$ cat src/rtl/spi_pkg.sv
// Definitions shared by the SPI master and slave: FSM states, default word
// width and the SPI mode constants.
package spi_pkg;

    typedef enum logic [1:0] {
        IDLE,
        SETUP,
        TRANSFER,
        HOLD
    } spi_state_t;

    localparam int DATA_WIDTH_DEFAULT = 8;

    // Mode 3: clock idles high, data captured on the rising (trailing) edge.
    localparam logic CPOL = 1'b1;
    localparam logic CPHA = 1'b1;

endpackage

$ cat src/rtl/spi_clk_div.sv
// Half-period counter for the SPI clock: emits alternating fall/rise ticks
// every CLK_DIV cycles while enabled, always starting with a falling tick.
module spi_clk_div #(
    parameter int CLK_DIV = 4
) (
    input  logic clk_m,
    input  logic rst,
    input  logic enable,
    output logic tick_fall,
    output logic tick_rise
);

    localparam int CNT_W = $clog2(CLK_DIV + 1);

    logic [CNT_W-1:0] half_cnt;
    logic             rise_next;
    logic             tick;

    assign tick      = enable && (half_cnt == CNT_W'(CLK_DIV - 1));
    assign tick_fall = tick && !rise_next;
    assign tick_rise = tick && rise_next;

    // Held at zero while disabled so every transfer begins from a clean phase.
    always_ff @(posedge clk_m) begin
        if (rst || !enable) begin
            half_cnt  <= '0;
            rise_next <= 1'b0;
        end else if (tick) begin
            half_cnt  <= '0;
            rise_next <= ~rise_next;
        end else begin
            half_cnt  <= half_cnt + CNT_W'(1);
        end
    end

endmodule

$ cat src/rtl/master_spi.sv
// SPI mode-3 master: shifts one DATA_WIDTH word out on mosi (MSB first) while
// shifting a word in from miso, framed by an active-low slave select.
module master_spi
    import spi_pkg::*;
#(
    parameter int DATA_WIDTH = DATA_WIDTH_DEFAULT,
    parameter int CLK_DIV    = 4
) (
    input  logic                  clk_m,
    input  logic                  rst,
    input  logic                  start,
    input  logic [DATA_WIDTH-1:0] data_in_master,
    input  logic                  miso,
    output logic                  sclk_m,
    output logic                  ss,
    output logic                  mosi,
    output logic [DATA_WIDTH-1:0] data_out_master,
    output logic                  busy,
    output logic                  done
);

    localparam int BIT_W = $clog2(DATA_WIDTH + 1);

    spi_state_t            state;
    spi_state_t            state_next;
    logic [DATA_WIDTH-1:0] tx_sh;
    logic [DATA_WIDTH-1:0] tx_next;
    logic [DATA_WIDTH-1:0] rx_sh;
    logic [BIT_W-1:0]      bit_cnt;
    logic                  tick_fall;
    logic                  tick_rise;
    logic                  last_bit;
    logic                  accept;
    logic                  sclk_fall;
    logic                  shift_tx;
    logic                  sclk_rise;
    logic                  finish;

    spi_clk_div #(
        .CLK_DIV(CLK_DIV)
    ) u_clk_div (
        .clk_m    (clk_m),
        .rst      (rst),
        .enable   (state != IDLE),
        .tick_fall(tick_fall),
        .tick_rise(tick_rise)
    );

    assign last_bit = (bit_cnt == BIT_W'(DATA_WIDTH - 1));
    assign tx_next  = tx_sh << 1;

    always_ff @(posedge clk_m) begin
        if (rst) begin
            state <= IDLE;
        end else begin
            state <= state_next;
        end
    end

    always_comb begin
        state_next = state;
        case (state)
            IDLE:     if (start)                  state_next = SETUP;
            SETUP:    if (tick_fall)              state_next = TRANSFER;
            TRANSFER: if (tick_rise && last_bit)  state_next = HOLD;
            HOLD:     if (tick_fall || tick_rise) state_next = IDLE;
            default:                              state_next = IDLE;
        endcase
    end

    // The SETUP exit tick is the first falling edge; it only lowers sclk since
    // the MSB is already on mosi from the accept edge.
    always_comb begin
        accept    = 1'b0;
        sclk_fall = 1'b0;
        shift_tx  = 1'b0;
        sclk_rise = 1'b0;
        finish    = 1'b0;
        case (state)
            IDLE:     accept = start;
            SETUP:    sclk_fall = tick_fall;
            TRANSFER: begin
                sclk_fall = tick_fall;
                shift_tx  = tick_fall;
                sclk_rise = tick_rise;
            end
            HOLD:     finish = tick_fall || tick_rise;
            default:  ;
        endcase
    end

    always_ff @(posedge clk_m) begin
        if (rst) begin
            sclk_m          <= CPOL;
            ss              <= 1'b1;
            mosi            <= 1'b0;
            busy            <= 1'b0;
            done            <= 1'b0;
            data_out_master <= '0;
            tx_sh           <= '0;
            rx_sh           <= '0;
            bit_cnt         <= '0;
        end else begin
            done <= 1'b0;
            if (accept) begin
                tx_sh   <= data_in_master;
                rx_sh   <= '0;
                bit_cnt <= '0;
                ss      <= 1'b0;
                mosi    <= data_in_master[DATA_WIDTH-1];
                busy    <= 1'b1;
            end
            if (sclk_fall) begin
                sclk_m <= ~CPOL;
            end
            if (shift_tx) begin
                tx_sh <= tx_next;
                mosi  <= tx_next[DATA_WIDTH-1];
            end
            if (sclk_rise) begin
                sclk_m  <= CPOL;
                rx_sh   <= DATA_WIDTH'({rx_sh, miso});
                bit_cnt <= bit_cnt + BIT_W'(1);
            end
            if (finish) begin
                ss              <= 1'b1;
                mosi            <= 1'b0;
                busy            <= 1'b0;
                done            <= 1'b1;
                data_out_master <= rx_sh;
            end
        end
    end

endmodule

$ cat config.mk
export PLATFORM = sky130hd
export DESIGN_NAME = master_spi
export DESIGN_NICKNAME = d
export VERILOG_FILES = /design/src/rtl/spi_pkg.sv /design/src/rtl/spi_clk_div.sv /design/src/rtl/master_spi.sv
export SDC_FILE = /design/constraint.sdc
export NUM_CORES = 1
export LEC_CHECK = 0
export CORE_AREA = 4 4 73 75
export CTS_BUF_LIST = sky130_fd_sc_hd__clkbuf_2
export DETAILED_ROUTE_END_ITERATION = 12
export DIE_AREA = 0 0 77 79
export GPL_ROUTABILITY_DRIVEN = 1
export PLACE_DENSITY = 0.52
export SYNTH_ARGS = -nofsm -noshare
export SYNTH_HDL_FRONTEND = slang
export SYNTH_SLANG_ARGS = --single-unit
$ cat constraint.sdc
create_clock -name clk_m -period 1.6 [get_ports clk_m]
set_input_delay 0.24 -clock clk_m [delete_from_list [all_inputs] [get_ports clk_m]]
set_output_delay 0.24 -clock clk_m [all_outputs]
set_load 0.005 [all_outputs]
-- After elaboration in Yosys (flattened, before gate mapping)
Index checks and enable logic that the tools add are counted.
- reductions and logical operators: 18
- muxes and demuxes: 19
- bitwise gates (word level): 1
- equality and inequality tests: 9
- add/sub/neg operators: 2
- operator list (operator ; number):
    two-way mux 8 bit ; 2
    two-way mux 7 bit ; 2
    OR reduction 2 bit ; 5
    two-way mux 1 bit ; 8
    two-way mux 2 bit ; 4
    two-way mux 4 bit ; 2
    inequality test 2 bit (second input constant) ; 4
    one-hot mux 2 bit (4 select lines) ; 1
    nonzero test 2 bit ; 3
    adder 4 x 1 -> 4 bit (second input constant) ; 1
    equality test 2 bit (second input constant) ; 2
    equality test 4 x 3 -> 1 bit (second input constant) ; 1
    logical AND 1 bit ; 4
    AND reduction 4 bit ; 1
    adder 3 x 1 -> 3 bit (second input constant) ; 1
    equality test 3 x 2 -> 1 bit (second input constant) ; 1
    equality test 2 x 1 -> 1 bit (second input constant) ; 1
    logical NOT 1 bit ; 2
    logical NOT 2 bit ; 1
    logical OR 1 bit ; 2
    inverter 1 bit ; 1
- bits in registers: 38
- output and inout port bits: 13
- bits of input ports: 12
- word-level logic and storage cells: 62

-- Depth between registers and ports, before layout
- depth in word-level cells: 6
- depth in mapped cells: 8

-- Modules after synthesis
Synthesis repeated with hierarchy kept, for this count alone.
- cell total of the unflattened synthesis: 163
- area, all modules: 1532.7 um^2
- modules (own cells, without submodules) (module ; area each (um^2) ; cells each ; seq. area each (um^2) ; times used):
    master_spi ; 1372.6 ; 147 ; 680.7 ; 1
    spi_clk_div ; 160.2 ; 16 ; 80.1 ; 1

-- Least setup slack after synthesis
No wires, ideal clock.
- path kind: reg2reg
- from: register state[0]
- to: register state[0]
- required time: 1.521 ns
- setup slack: -0.019 ns
- stages on the path, launching flop included: 7
- data arrival time: 1.540 ns
- clock period less this slack: 1.619 ns
- path through: dfxtp_1 inv_1 ha_1 buf_6 or3b_1 a22o_1 a211oi_2
- word-level cells in the longest chain between the ends: 6
- elaborated cells between the ends (all ways): 16
- RTL lines (element ; RTL line ; source):
    from (decl) ; master_spi.sv:24 ; spi_state_t state;
    from (signal assigned) ; master_spi.sv:56 ; state <= state_next;
    nonzero test 2 bit ; master_spi.sv:44 ; .enable (state != IDLE),
    logical AND 1 bit ; spi_clk_div.sv:19 ; assign tick = enable && (half_cnt == CNT_W'(CLK_DIV - 1));
    logical AND 1 bit, on equally long branches ; spi_clk_div.sv:20, spi_clk_div.sv:21 ;
    logical OR 1 bit or logical AND 1 bit (tied branches) ; master_spi.sv:66, master_spi.sv:65 ;
    inequality test 2 bit (no line) ; -- ;
    AND reduction 4 bit (no line) ; -- ;
Several ways; a longest one is shown, not always the timed one.
A chain may end at the register's enable or synchronous reset.

-- Worst setup path after layout
- from: register u_clk_div.half_cnt[0]
- to: register state[0]
- word-level cells in the longest chain between the ends: 6
- elaborated cells between the ends (all ways): 10
- RTL lines (element ; RTL line ; source):
    from (decl) ; spi_clk_div.sv:15 ; logic [CNT_W-1:0] half_cnt;
    from (signal assigned) ; spi_clk_div.sv:32 ; half_cnt <= half_cnt + CNT_W'(1);
    equality test 3 x 2 -> 1 bit (*) ; spi_clk_div.sv:19 ;
    logical AND 1 bit (*) ; spi_clk_div.sv:19 ;
    logical AND 1 bit, on equally long branches ; spi_clk_div.sv:20, spi_clk_div.sv:21 ;
    logical OR 1 bit or logical AND 1 bit (tied branches) ; master_spi.sv:66, master_spi.sv:65 ;
    inequality test 2 bit (no line) ; -- ;
    AND reduction 4 bit (no line) (*) ; -- ;
Every way passes the cells marked *; elsewhere a longest branch is shown, timed or not.

==> flow_summary.yaml <==
power:
  power_density_nw_per_um2: 1220
  p_leak_nw: 0.835
  total_power_mw: 2.57
  ir_drop_mv: 0.470
timing:
  hold_viol_final: 0
  finClkSkew_ps: 13.1
  max_freq_mhz: 635
  setup_viol: 0
  slew_headroom_pct: 81.2
  fin_crit_sh_pct: 98.4
  period_minus_slack_ps: 1570
  tightestPinTransition_ps: 278
  finalMaxSlewViolations: 0
  tns_ps: 0
  rsz0062_at_grt: "yes"
critical_path:
  crit_fanout: 6
  startpoint: "u_clk_div.half_cnt[0]"
  crit_path_start_kind: "register"
  cp.required_ps: 1900
  crit_chain: "ha_4 -> ha_4 -> or3b_4 -> a22o_4 -> a211oi_2"
  slowest_delay_ps: 390
  cp_top_family: "compound AO/OA/AOI/OAI gates"
  crit_buf_inv: 0
  cpMostUsedCell: "ha_4"
  crit_type: "register to register"
  reg2reg_from: "u_clk_div.half_cnt[0]"
  end_kind: "register"
  arrival_ps: 1880
  crit_slowest_cell: "dfxtp_2"
layout:
  drive_gt1_share_pct: 21.4
  nFillCells: 451
  n_antenna_cell: 0
  nets: 229
  area_growth_pct: 33.6
drt:
  vias: 1371
  dr.pass1.iters: 4
  final_antenna_net_count: 0
  vias_per_cell: 5.19
  route.detailed.drc: 0
  wirelength_mm: 3.73
  drtIter0Drc: 44
  wl_per_cell_um: 14.1
cts:
  clock_latency_ps: 370
  cts-root-buf: "clkbuf_2"
  cts_hold_buf: 0
  cts_made_buffers: 5
  clockBufferDepth: 2
  cts_tree: "done"
  clkTransAtPathRegs_ps: 180
  post_cts_buffers: 0
  htreeDepth: 2
  numClockSinks: 38
yosys:
  ys_seq_area_share_pct: 48.1
  synth_xor_area_share_pct: 0.554
  netlist_area_um2: 1580
  synth-edff-count: 0
  synth_seq_cells: 38
  syn_nets: 192
  syn_area_per_cell_um2: 9.13
  yosys_warnings: 0
  synth_compound_area_share_pct: 17.1
  synth_adder_area_share_pct: 5.54
  yosys.area_share.simple_pct: 22.5
  synthCells: 173
  synth_top_area_share_pct: 48.1
  synth_area_leaders: "dfxtp_1 (48%), nand3_1 (6.0%), ha_1 (5.5%)"
  synth_top_family_by_area: "simple AND/OR/NAND/NOR gates"
  async_reset_ff_share_pct: 0
  synth.mux.area_fraction_pct: 1.35
  yosysUniqueCellTypes: 35
  synth_ff_type: "dfxtp_1"
  synth_largest_area_cell: "dfxtp_1"
placed_design:
  hpwlAfterDp_mm: 2.65
  globalplace.congestion: 0.809
  port_buffers: 24
floorplan:
  core_area_um2: 4660
  io_pins: 25
  num_rows: 25
  dieArea_um2: 6080
  die_h_um: 79
  start_util_pct: 33.9
  die_x_um: 77
run_status:
  status: "completed"
run:
  maxCapViolations: 0
min_path:
  hold_path_startpoint: "miso"
  worstHoldPathType: "input port to register"
grt:
  antenna_found_initial: 0
  grt_first_pass_wirelength_mm: 6.47
  grt_max_degree: 16
  globalRoute.totalOverflow: 0
  grt_pass1_vias: 1392
  track_usage_pct: 13.0
placed cells by master, fill, tap and decap left out, drive strengths merged, types with 2 or more instances in the layout:
cell | netlist | routed
a311oi | 6 | 6
a21oi | 16 | 16
nand3 | 19 | 19
dfxtp | 38 | 38
ha | 7 | 7
clkbuf | 5 | 5
nor4 | 2 | 2
nor2b | 2 | 2
a22o | 9 | 9
clkdlybuf4s50 | 0 | 24
nand2b | 3 | 3
nor2 | 14 | 14
a211oi | 3 | 3
nand2 | 23 | 23
buf | 7 | 18
inv | 3 | 3
cell families (layout without fill, tap and decap cells):
| family | after synthesis | count (layout) |
|---|---|---|
| muxes | 2 | 2 |
| AOI/OAI and AO/OA | 38 | 38 |
| xor gates and xnor gates | 1 | 1 |
| and+or+nand+nor | 72 | 72 |
| adders and majority gates | 7 | 7 |
| buffers and inverters | 15 | 52 |
| DFF | 38 | 38 |
power by group:
group | internal (mW) | switching (mW) | leakage [nW]
Clock | 0.252 | 0.303 | 0.0365
Combinational | 0.485 | 0.437 | 0.489
Sequential | 1.04 | 0.0540 | 0.310
worst min-delay path, cell delays in order:
cell             delay, ps
clkdlybuf4s50_1        400
nand2_1                 60
a21oi_1                 50
layer usage:
| metal | vias to the layer above | part of all wire, % | wire length, µm | global-route usage (%) |
|---|---|---|---|---|
| met2 | 36 | 48 | 1790 | 21.5 |
| met4 | 0 | 1.1 | 42 | 4.09 |
| met1 | 640 | 46 | 1720 | 16.1 |
| met3 | 8 | 5.0 | 185 | 4.42 |
| li1 | 687 | - | - | - |
| met5 | - | 0 | 0 | 0 |
synth_stat cells (2+ instances only):
cell,count
nor4_1,2
a22o_1,9
nand3_1,19
nand2_1,23
a211oi_1,2
nand2b_1,3
a21oi_1,16
dfxtp_1,38
nor2_1,13
clkbuf_1,5
ha_1,7
inv_1,3
a311oi_1,6
buf_2,4
buf_4,2
nor2b_1,2
through the flow:
step | instances | util [%] | cell area, µm² | hold slack (ps) | setup slack, ps
global route | 264 | 45.3 | 2110 | 376 | -44.4
floorplan | 173 | - | 1600 | 376 | 22.6
finish | 264 | 45.3 | 2110 | 408 | 25.3
global placement | 257 | 42.7 | 1990 | 414 | 46.9
CTS | 264 | 44.3 | 2070 | 377 | -9.50
detailed placement | 257 | 42.7 | 1990 | 438 | -26.5
registers in the layout (all words and copies together), names as in the netlist:
name                 flops
rx_sh                    8
bit_cnt                  4
ss                       1
mosi                     1
state                    2
sclk_m                   1
done                     1
tx_sh                    7
u_clk_div.half_cnt       3
u_clk_div.rise_next      1
busy                     1
data_out_master          8
worst paths after layout:
kind / to / cells after the start / slack (ps)
max: state[0] / 5 / 30
min reg2reg: u_clk_div.half_cnt[0] / 1 / 460
max reg2reg: state[0] / 5 / 30
min: rx_sh[0] / 3 / 410
cell type report:
cell class                 count  area, µm²  share of cell area (%)
sequential                    38        769                    36.5
timing repair buffer          42        392                    18.6
inverter                       3       11.3                   0.533
clock buffer                   5       25.0                    1.19
multi-input combinational    120        812                    38.5
tap                           54       67.6                    3.20
clock inverter                 2       33.8                    1.60
timing repair:
item | CTS | global route
resized for setup | 5 | 10
pin swaps | 1 | 2
setup endpoints to repair | 8 | 8
Power figures use the tool's default switching activity.
